$ cat config.mk
export PLATFORM = sky130hd
export DESIGN_NAME = spi_slave_regfile
export DESIGN_NICKNAME = d
export VERILOG_FILES = /design/src/rtl/spi_slave_pkg.sv /design/src/rtl/spi_sync_edge.sv /design/src/rtl/spi_slave_regfile.sv
export SDC_FILE = /design/constraint.sdc
export NUM_CORES = 1
export LEC_CHECK = 0
export ABC_CLOCK_PERIOD_IN_PS = 2900
export BUFFER_PORTS_ARGS = -buffer_cell sky130_fd_sc_hd__buf_2
export CAP_MARGIN = 20
export CORE_MARGIN = 4
export CORE_UTILIZATION = 54
export DETAILED_ROUTE_END_ITERATION = 10
export MAX_ROUTING_LAYER = met4
export PLACE_DENSITY_LB_ADDON = 0.08
export SLEW_MARGIN = 25
export SYNTH_ARGS = -nofsm -noshare
export SYNTH_HDL_FRONTEND = slang
export SYNTH_SLANG_ARGS = --single-unit
$ cat constraint.sdc
create_clock -name clk_clk -period 2.9 [get_ports clk_clk]
set_clock_uncertainty 0.05 [all_clocks]
set_input_delay 0.435 -clock clk_clk [delete_from_list [all_inputs] [get_ports clk_clk]]
set_output_delay 0.435 -clock clk_clk [all_outputs]
set_load 0.01 [all_outputs]
$ cat src/rtl/spi_slave_pkg.sv
// Shared types and command-byte field positions for the SPI register-file responder.
package spi_slave_pkg;

  typedef enum logic [1:0] {
    IDLE = 2'd0,
    CMD  = 2'd1,
    DATA = 2'd2
  } state_e;

  localparam int CMD_DIR_BIT  = 1;
  localparam int CMD_ADDR_MSB = 7;
  localparam int CMD_ADDR_LSB = 3;
  localparam int ADDR_W       = 5;
  localparam int DATA_W       = 8;

endpackage

$ cat src/rtl/spi_sync_edge.sv
// Multi-flop synchronizer for one asynchronous input, with registered rise/fall pulses
// aligned to the registered level output.
module spi_sync_edge #(
  parameter int STAGES = 2
) (
  input  logic clk,
  input  logic rst_n,
  input  logic d,
  output logic q,
  output logic rise,
  output logic fall
);

  logic [STAGES-1:0] sync_r;
  logic              q_r;
  logic              rise_r;
  logic              fall_r;

  // Synchronizer chain followed by level and edge-pulse registers
  always_ff @(posedge clk or negedge rst_n) begin
    if (!rst_n) begin
      sync_r <= '0;
      q_r    <= 1'b0;
      rise_r <= 1'b0;
      fall_r <= 1'b0;
    end else begin
      sync_r <= {sync_r[STAGES-2:0], d};
      q_r    <= sync_r[STAGES-1];
      rise_r <= sync_r[STAGES-1] & ~q_r;
      fall_r <= ~sync_r[STAGES-1] & q_r;
    end
  end

  assign q    = q_r;
  assign rise = rise_r;
  assign fall = fall_r;

endmodule

$ cat src/rtl/spi_slave_regfile.sv
// SPI mode-0 responder giving an SPI master read/write access to a 32 x 8 register file,
// with a fabric side port and a strobe per committed SPI write.
module spi_slave_regfile
  import spi_slave_pkg::*;
#(
  parameter int                NUM_REGS    = 32,
  parameter logic [ADDR_W-1:0] STATUS_ADDR = 5'd25,
  parameter int                SYNC_STAGES = 2
) (
  input  logic              clk_clk,
  input  logic              reset_reset_n,
  input  logic              spi_SCLK,
  input  logic              spi_MOSI,
  input  logic              spi_SS_n,
  output logic              spi_MISO,
  output logic              spi_MISO_oe,
  input  logic              fab_we,
  input  logic [ADDR_W-1:0] fab_addr,
  input  logic [DATA_W-1:0] fab_wdata,
  output logic [DATA_W-1:0] fab_rdata,
  output logic              wr_strobe,
  output logic [ADDR_W-1:0] wr_addr,
  output logic [DATA_W-1:0] wr_data,
  output logic              busy
);

  logic sclk_rise_s, sclk_fall_s, sclk_level_unused_s;
  logic mosi_s, mosi_rise_unused_s, mosi_fall_unused_s;
  logic ss_rise_s, ss_fall_s, ss_level_unused_s;

  spi_sync_edge #(.STAGES(SYNC_STAGES)) u_sync_sclk (
    .clk(clk_clk), .rst_n(reset_reset_n), .d(spi_SCLK),
    .q(sclk_level_unused_s), .rise(sclk_rise_s), .fall(sclk_fall_s)
  );

  spi_sync_edge #(.STAGES(SYNC_STAGES)) u_sync_mosi (
    .clk(clk_clk), .rst_n(reset_reset_n), .d(spi_MOSI),
    .q(mosi_s), .rise(mosi_rise_unused_s), .fall(mosi_fall_unused_s)
  );

  spi_sync_edge #(.STAGES(SYNC_STAGES)) u_sync_ss (
    .clk(clk_clk), .rst_n(reset_reset_n), .d(spi_SS_n),
    .q(ss_level_unused_s), .rise(ss_rise_s), .fall(ss_fall_s)
  );

  state_e              state_r;
  logic [DATA_W-1:0]   regs_r [NUM_REGS];
  logic [ADDR_W-1:0]   addr_r;
  logic                dir_r;
  logic [2:0]          bit_cnt_r;
  logic [DATA_W-2:0]   rx_sr_r;
  logic [DATA_W-2:0]   tx_sr_r;
  logic                miso_r;
  logic                miso_oe_r;
  logic                busy_r;
  logic                wr_strobe_r;
  logic [ADDR_W-1:0]   wr_addr_r;
  logic [DATA_W-1:0]   wr_data_r;

  logic [DATA_W-1:0]   rx_byte_s;
  logic [ADDR_W-1:0]   cmd_addr_s;
  logic                spi_we_s;

  assign rx_byte_s  = {rx_sr_r, mosi_s};
  assign cmd_addr_s = rx_byte_s[CMD_ADDR_MSB:CMD_ADDR_LSB];
  assign spi_we_s   = (state_r == DATA) && dir_r && sclk_rise_s &&
                      (bit_cnt_r == 3'd7) && !ss_rise_s;

  // Transaction sequencing; miso_r always mirrors the bit about to be shifted out.
  // The fall right after a byte's 8th rise is not shifted so a freshly loaded byte keeps bit 7.
  always_ff @(posedge clk_clk or negedge reset_reset_n) begin
    if (!reset_reset_n) begin
      state_r   <= IDLE;
      addr_r    <= '0;
      dir_r     <= 1'b0;
      bit_cnt_r <= 3'd0;
      rx_sr_r   <= '0;
      tx_sr_r   <= '0;
      miso_r    <= 1'b0;
      miso_oe_r <= 1'b0;
      busy_r    <= 1'b0;
    end else begin
      case (state_r)
        IDLE: begin
          if (ss_fall_s) begin
            tx_sr_r   <= regs_r[STATUS_ADDR][DATA_W-2:0];
            miso_r    <= regs_r[STATUS_ADDR][DATA_W-1];
            miso_oe_r <= 1'b1;
            busy_r    <= 1'b1;
            bit_cnt_r <= 3'd0;
            rx_sr_r   <= '0;
            state_r   <= CMD;
          end
        end
        CMD, DATA: begin
          if (ss_rise_s) begin
            state_r   <= IDLE;
            miso_r    <= 1'b0;
            miso_oe_r <= 1'b0;
            busy_r    <= 1'b0;
            bit_cnt_r <= 3'd0;
          end else if (sclk_rise_s) begin
            rx_sr_r   <= rx_byte_s[DATA_W-2:0];
            bit_cnt_r <= bit_cnt_r + 3'd1;
            if (bit_cnt_r == 3'd7) begin
              if (state_r == CMD) begin
                addr_r  <= cmd_addr_s;
                dir_r   <= rx_byte_s[CMD_DIR_BIT];
                state_r <= DATA;
                if (!rx_byte_s[CMD_DIR_BIT]) begin
                  tx_sr_r <= regs_r[cmd_addr_s][DATA_W-2:0];
                  miso_r  <= regs_r[cmd_addr_s][DATA_W-1];
                end
              end else if (!dir_r) begin
                tx_sr_r <= regs_r[addr_r][DATA_W-2:0];
                miso_r  <= regs_r[addr_r][DATA_W-1];
              end
            end
          end else if (sclk_fall_s && (bit_cnt_r != 3'd0)) begin
            miso_r  <= tx_sr_r[DATA_W-2];
            tx_sr_r <= {tx_sr_r[DATA_W-3:0], 1'b0};
          end
        end
        default: state_r <= IDLE;
      endcase
    end
  end

  // Register file: the SPI commit is applied after the fabric write so it wins a same-address clash
  always_ff @(posedge clk_clk or negedge reset_reset_n) begin
    if (!reset_reset_n) begin
      for (int i = 0; i < NUM_REGS; i++) regs_r[i] <= '0;
    end else begin
      if (fab_we) regs_r[fab_addr] <= fab_wdata;
      if (spi_we_s) regs_r[addr_r] <= rx_byte_s;
    end
  end

  // Write-notification strobe and last-write capture
  always_ff @(posedge clk_clk or negedge reset_reset_n) begin
    if (!reset_reset_n) begin
      wr_strobe_r <= 1'b0;
      wr_addr_r   <= '0;
      wr_data_r   <= '0;
    end else begin
      wr_strobe_r <= spi_we_s;
      if (spi_we_s) begin
        wr_addr_r <= addr_r;
        wr_data_r <= rx_byte_s;
      end
    end
  end

  assign spi_MISO    = miso_r;
  assign spi_MISO_oe = miso_oe_r;
  assign busy        = busy_r;
  assign wr_strobe   = wr_strobe_r;
  assign wr_addr     = wr_addr_r;
  assign wr_data     = wr_data_r;
  assign fab_rdata   = regs_r[fab_addr];

endmodule

==> results of run 1 <==
-- final cells by class --
type	instances	area [µm²]	share of cell area (%)
Multi-Input combinational cell	1365	11800	51.6
Timing Repair Buffer	171	1410	6.19
Antenna cell	1	2.50	0.0110
Clock buffer	54	1070	4.69
Clock inverter	9	124	0.543
Tap cell	504	631	2.77
Sequential cell	310	7770	34.1
Inverter	6	22.5	0.0988
-- stage by stage --
stage / cells / total power (µW) / cell area (µm²)
2_1_floorplan: 1857 / 7960 / 20400
3_3_place_gp: 2352 / 9540 / 21600
3_5_place_dp: 2352 / 9620 / 21600
4_1_cts: 2419 / 14300 / 22800
5_1_grt: 2419 / 14900 / 22800
6_report: 2420 / 14400 / 22800
-- cell usage after synthesis, types with 3 or more instances --
cell / count
and3_1: 5
nand2_1: 231
buf_4: 23
nor2b_1: 12
ha_1: 7
o22ai_1: 10
mux4_2: 178
nor3_1: 4
o21ai_0: 180
nor2_1: 99
a22o_1: 12
nor3b_1: 3
a21oi_1: 86
a22oi_1: 58
a211oi_1: 5
nand4_1: 10
nor2_2: 20
a31oi_1: 6
buf_6: 4
buf_2: 53
a221oi_1: 8
o221ai_1: 7
or3b_2: 3
nand3_1: 21
nor2_4: 8
dfrtp_1: 310
and2_1: 5
nand3b_1: 12
o21ai_1: 25
nand2b_1: 5
buf_1: 16
mux2i_1: 297
inv_1: 6
clkbuf_1: 80
mux2_2: 24
-- placed cells by master, fill, tap and decap left out, drive strengths merged, types with 6 or more instances in the layout --
master,count
a21oi,86
a221oi,8
a22o,12
a22oi,58
a31oi,6
and2,6
buf,167
clkbuf,54
dfrtp,310
ha,7
inv,7
mux2,24
mux2i,297
mux4,178
nand2,231
nand3,22
nand3b,12
nand4,10
nor2,127
nor2b,13
o21ai,205
o221ai,7
o22ai,10
-- power groups by stage --
stage          clock (µW)  combinational, µW  sequential [µW]
3_5_place_dp            0               3380             6240
6_report             4650               3470             6290
3_3_place_gp            0               3320             6230
2_1_floorplan           0               2290             5670
4_1_cts              4720               3390             6190
5_1_grt              4920               3690             6320
-- how the worst max path moves through the flow --
stage                start            to  slack, ns  cells after the start
2_1_floorplan  fab_addr[0]  fab_rdata[0]       0.40                      5
3_3_place_gp     addr_r[0]    tx_sr_r[1]       0.09                      7
3_5_place_dp     addr_r[0]    tx_sr_r[1]       0.08                      7
4_1_cts         regs_r[98]  fab_rdata[2]       0.04                      4
5_1_grt          addr_r[0]    tx_sr_r[3]       0.03                      7
6_report        regs_r[96]  fab_rdata[0]       0.07                      4
-- routing by layer --
layer	GRT usage, %	wire length, µm	part of all wire, %
met5	-	0	0
met3	8.70	8890	11
met2	56.4	33900	44
met1	55.1	31500	40
met4	14.6	3600	4.6
-- sequential cells by signal, summed over array words and instances, names as in the netlist, 2 cells and up --
signal	count
regs_r	256
wr_data	8
rx_sr_r	7
tx_sr_r	7
addr_r	5
wr_addr	5
bit_cnt_r	3
state_r	2
u_sync_mosi.sync_r	2
u_sync_sclk.sync_r	2
u_sync_ss.sync_r	2
-- logic make-up after synthesis --
family | after synthesis
compound gates | 406
flops | 310
mux | 499
simple gates | 453
buf+inv | 182
fa+ha+maj | 7
-- critical path, delay by kind of cell, from the launching register on --
family	cells	cell delay, ns
flops	1	0.46
mux	1	0.52
simple gates	1	0.23
buf+inv	1	0.20
compound gates	1	0.38
-- repair_timing --
item,in CTS,in global routing
hold buffers,4,0
endpoints found under the hold margin,71,0
endpoints found under the setup margin,0,2
resized for setup,0,2
==> out/results.txt, run 1 <==
Worst skew pair latency -> 0.55 ns
CP max stage delay -> 0.52 ns
Crit path cell chain -> mux4_2, a22oi_1, nand4_1, buf_2
Max-cap violation count -> 0
Critical R2R Capture -> tx_sr_r[1]
Final WL -> 77.9 mm
Post-CTS Setup Inserts -> 0
Post-Synth XOR/XNOR Area -> 0%
#FFs+latches synth -> 310
# port buffers -> 43
Worst vdd ir -> 457 µV
Register-to-register setup slack -> 0.17 ns
Crit Path Max Fanout -> 4
Slew Limit Fails -> 0
CP Capture Type -> output port
Post-synthesis adder-cell area fraction -> 0.430%
R2R cell count -> 7
Fill count -> 3087
Layout net count -> 1915
CTS Buf Count -> 35
Core ar. -> 0.0370 mm²
Top post-synthesis cells by area -> dfrtp_1, mux4_2, mux2i_1
Gr usage total -> 39.2%
Avg WL per Cell -> 32.2 µm
Switching Share -> 33.8%
Multiplexer share of the synthesized area -> 35.6%
Reg clk slew, reported paths -> 0.06 ns
Synthesized area -> 0.0204 mm²
Min cycle time layout -> 2.83 ns
Sequential element share of the synthesized area -> 38.1%
Die W -> 202 µm
Longest Clk Path Bufs -> 3
Dominant cell type by area after synthesis -> dfrtp_1
Final setup vio count -> 0
Total grt overflow -> 0
Row count -> 70
Post-route setup slack -> 0.0729 ns
Hold EP -> u_sync_mosi.q
Final number of hold-violating endpoints -> 0
RePlAce Congestion -> 1.08
Die Y -> 202 µm
Int Power -> 9550 µW
Drt pass-1 iters -> 6
Worst-Margin Slew -> 1.05 ns
First-pass GRT wire length -> 115 mm
Top Ports -> 44
H-tree levels -> 2
Worst setup SP type -> flip-flop
Number of global-route vias before repair -> 16200
Arrival time at the worst endpoint -> 2.34 ns
Via-to-Cell Ratio -> 7.00
Worst EP required -> 2.41 ns
Clk sink count -> 310
Syn Nets -> 1883
Hold Path Depth -> 0
Ys Warns -> 0
Compound-cell area share of the yosys netlist -> 11.5%
HP Class -> flip-flop to flip-flop
Post-Route Setup TNS -> 0 ns
Vias -> 16900
RSZ-0062 raised after global routing -> no
Predominant post-synthesis flop cell -> dfrtp_1
Area Growth Syn to Fin -> 11.9%
Routed Antenna Nets -> 0
Largest net degree at the start of global routing -> 75
Critical path class -> flip-flop to output port
DR DRC count -> 0
Layout cells sized above 1 -> 24.4%
Syn_area_per_cell -> 11.0 µm²
Die area -> 0.0409 mm²
CTS tree -> built
Post-synth EDFFs -> 0
Initial core utilization -> 55.1%
CTS Root Cell -> clkbuf_16
Dpl hpwl -> 55.9 mm
Worst Hold Launch -> u_sync_mosi.sync_r[1]
Status -> finished clean
Post-synth ARST share -> 100%
Psw -> 4870 µW
Initial antenna violation count -> 0
Max Freq -> 354 MHz
Final Core Density -> 61.7%
1st-iter DRT viols -> 2526
Gate power share -> 24.0%
Netlist cell types -> 53
Post-synth top area share -> 38.1%
Share of power burned in registers -> 43.7%
P per Cell Area -> 632 mW/mm²
Critical R2R Launch -> addr_r[0]
Leakage power -> 0.00819 µW
CP max stage cell -> mux4_2
Clock share of power -> 32.3%
Largest family of logic cells by synthesized area -> multiplexers
Place WS -> 0.0753 ns
Final period util -> 97.5%
Simple logic cell fraction of the synthesized area -> 10.2%
Hold slack -> 0.302 ns
Post-Syn Instances -> 1857
Max-slew headroom -> 30.0%
No activity file was read; power rests on OpenSTA's default activity.
==> inputs of run 2 (changes only) <==
--- a/config.mk
+++ b/config.mk
@@ -8,6 +8,7 @@
 export ABC_CLOCK_PERIOD_IN_PS = 2900
 export BUFFER_PORTS_ARGS = -buffer_cell sky130_fd_sc_hd__buf_2
 export CAP_MARGIN = 20
+export CORE_ASPECT_RATIO = 0.7
 export CORE_MARGIN = 4
 export CORE_UTILIZATION = 54
 export DETAILED_ROUTE_END_ITERATION = 10
==> run 2 against run 1 <==
Count of clock-buffer cells in the layout fell by 8. Sequential power barely moved. Non-clock buffer count grew 14. Die area is 0.12% higher. Fmax down 2.0%. Sequential cell count unchanged. Routed wire length grew 5.5%. Cell count barely moved. Highest routed layer unchanged.
==> out/results.txt, run 2 (synthesis gave the netlist of run 1 again) <==
Final number of hold-violating endpoints -> 0 (unchanged)
Drt pass-1 iters -> 6 (unchanged)
Gr usage total -> 41.6% (+2.4 points)
Critical R2R Capture -> tx_sr_r[2]
CTS Buf Count -> 34 (-2.9%)
Critical path's top delay family -> multiplexers
Routed Antenna Nets -> 0 (unchanged)
CP max stage delay -> 0.48 ns (-0.04 ns)
Dpl hpwl -> 57.9 mm (+3.6%)
1st-iter DRT viols -> 2585 (+2.3%)
CTS Root Cell -> clkbuf_16
Layout cells sized above 1 -> 25.1% (+0.63 points)
Min cycle time layout -> 2.88 ns (+0.0569 ns)
DP Area -> 0.0216 mm² (about the same)
First-pass GRT wire length -> 119 mm (+3.4%)
Worst-Margin Slew -> 1.14 ns (+0.0912 ns)
Worst EP required -> 2.41 ns (about the same)
Post-route cell area -> 0.0228 mm² (about the same)
Commonest non-fill, non-tap cell in the layout -> dfrtp_1
P per Cell Area -> 641 mW/mm² (+1.5%)
Number of flip-flops in the largest register -> 256 (unchanged)
Row count -> 59 (-16%)
Vias -> 17300 (+2.4%)
Final period util -> 99.4% (+2.0 points)
Core ar. -> 0.0372 mm² (+0.66%)
Max Freq -> 347 MHz (-2.0%)
Initial antenna violation count -> 3 (+3)
Commonest cells after routing, fill and taps aside -> dfrtp_1, mux2i_1, nand2_1, o21ai_0, mux4_2
DR DRC count -> 0 (unchanged)
Longest Clk Path Bufs -> 3 (unchanged)
R2R cell count -> 7 (unchanged)
Max-slew headroom -> 24.2% (-5.8 points)
Leakage power -> 0.00822 µW (+0.39%)
Hold slack -> 0.301 ns (-0.000223 ns)
Worst setup SP type -> flip-flop
WP buf/inv -> 2 (+1)
Critical R2R Launch -> rx_sr_r[2]
Largest net degree at the start of global routing -> 73 (-2.7%)
Via-to-Cell Ratio -> 7.17 (+2.4%)
Number of global-route vias before repair -> 16400 (+1.8%)
Post-Route Setup TNS -> 0 ns (unchanged)
RePlAce Congestion -> 1.05 (-2.2%)
Slew Limit Fails -> 0 (unchanged)
Max-cap violation count -> 0 (unchanged)
Initial core utilization -> 54.8% (-0.36 points)
Reg clk slew, reported paths -> 0.06 ns (about the same)
H-tree levels -> 2 (unchanged)
Die W -> 240 µm (+19%)
CP Capture Type -> output port
Final Core Density -> 61.3% (-0.36 points)
Top Ports -> 44 (unchanged)
# port buffers -> 43 (unchanged)
Worst vdd ir -> 523 µV (+15%)
Critical path class -> flip-flop to output port
Avg WL per Cell -> 34.0 µm (+5.6%)
Final setup vio count -> 0 (unchanged)
Hold EP -> u_sync_sclk.sync_r[1]
Total grt overflow -> 0 (unchanged)
Largest reg by FF count -> regs_r
Area Growth Syn to Fin -> 12.0% (about the same)
Worst skew pair latency -> 0.56 ns (about the same)
Die area -> 0.0410 mm² (+0.12%)
RSZ-0062 raised after global routing -> no
Final WL -> 82.2 mm (+5.5%)
Crit Path Max Fanout -> 4 (unchanged)
Die Y -> 171 µm (-16%)
Arrival time at the worst endpoint -> 2.40 ns (+0.06 ns)
Clk sink count -> 310 (unchanged)
CP max stage cell -> mux4_2
Storage element area -> 0.00777 mm² (unchanged)
CTS tree -> built
Register-to-register setup slack -> 0.07 ns (-0.10 ns)
Layout net count -> 1928 (+0.68%)
Hold Path Depth -> 0 (unchanged)
Worst Hold Launch -> u_sync_sclk.sync_r[0]
Status -> finished clean
Multi-input logic area -> 0.0118 mm² (about the same)
HP Class -> flip-flop to flip-flop
Crit path cell chain -> mux4_2, a22oi_1, buf_4, nand4_1, buf_2
Fill count -> 3062 (-0.81%)
[run 2: cell types whose count changed in the layout (fill, tap and decap cells not counted), sizes merged]
cell | before | now
bufinv | 3 | 5
inv | 7 | 9
diode | 1 | 4
clkinv | 5 | 4
clkbuf | 54 | 46
buf | 167 | 181
clkinvlp | 0 | 3
[run 2: worst max path at each step]
stage	from	end	slack, ns	cells after the start
after global routing	regs_r[186]	fab_rdata[2]	0.01	5
final	regs_r[186]	fab_rdata[2]	0.02	5
after detailed placement	fab_addr[0]	fab_rdata[6]	0.15	6
after CTS	regs_r[186]	fab_rdata[2]	0.09	5
after global placement	fab_addr[0]	fab_rdata[6]	0.15	6
after floorplan	fab_addr[0]	fab_rdata[0]	0.40	5
[run 2: power breakdown]
part           total, µW  switching [µW]  internal [µW]
combinational       3590            1940           1650
sequential          6290            1190           5100
clock               4750            1940           2810
[run 2: through the flow]
step	power, µW	cells	worst slack [ns]
5_1_grt	15000	2418	0.0105
4_1_cts	14400	2415	0.0881
3_5_place_dp	9690	2350	0.146
3_3_place_gp	9610	2350	0.152
6_report	14600	2419	0.0160
2_1_floorplan	7960	1857	0.396
[run 2: layout make-up]
type                       instances  share of cell area, %
multi-input combinational       1365                   51.5
tap                              488                   2.68
clock inverter                    15                   1.03
timing repair buffer             185                   6.34
inverter                           6                 0.0987
clock buffer                      46                   4.23
sequential                       310                   34.1
antenna                            4                 0.0439
[run 2: routing by layer]
metal	track usage [%]	up-vias	routed length (µm)	share of wire (%)
met3	13.8	164	12400	15
met4	11.6	0	2640	3.2
li1	-	7056	-	-
met5	-	-	0	0
met2	53.1	1280	32500	39
met1	63.2	8837	34800	42
[run 2: repair_timing]
item	4_1_cts	5_1_grt
setup buffers	0	0
endpoints found under the setup margin	0	39
hold buffers	4	0
hold endpoints to repair	40	0
resized for setup	0	1
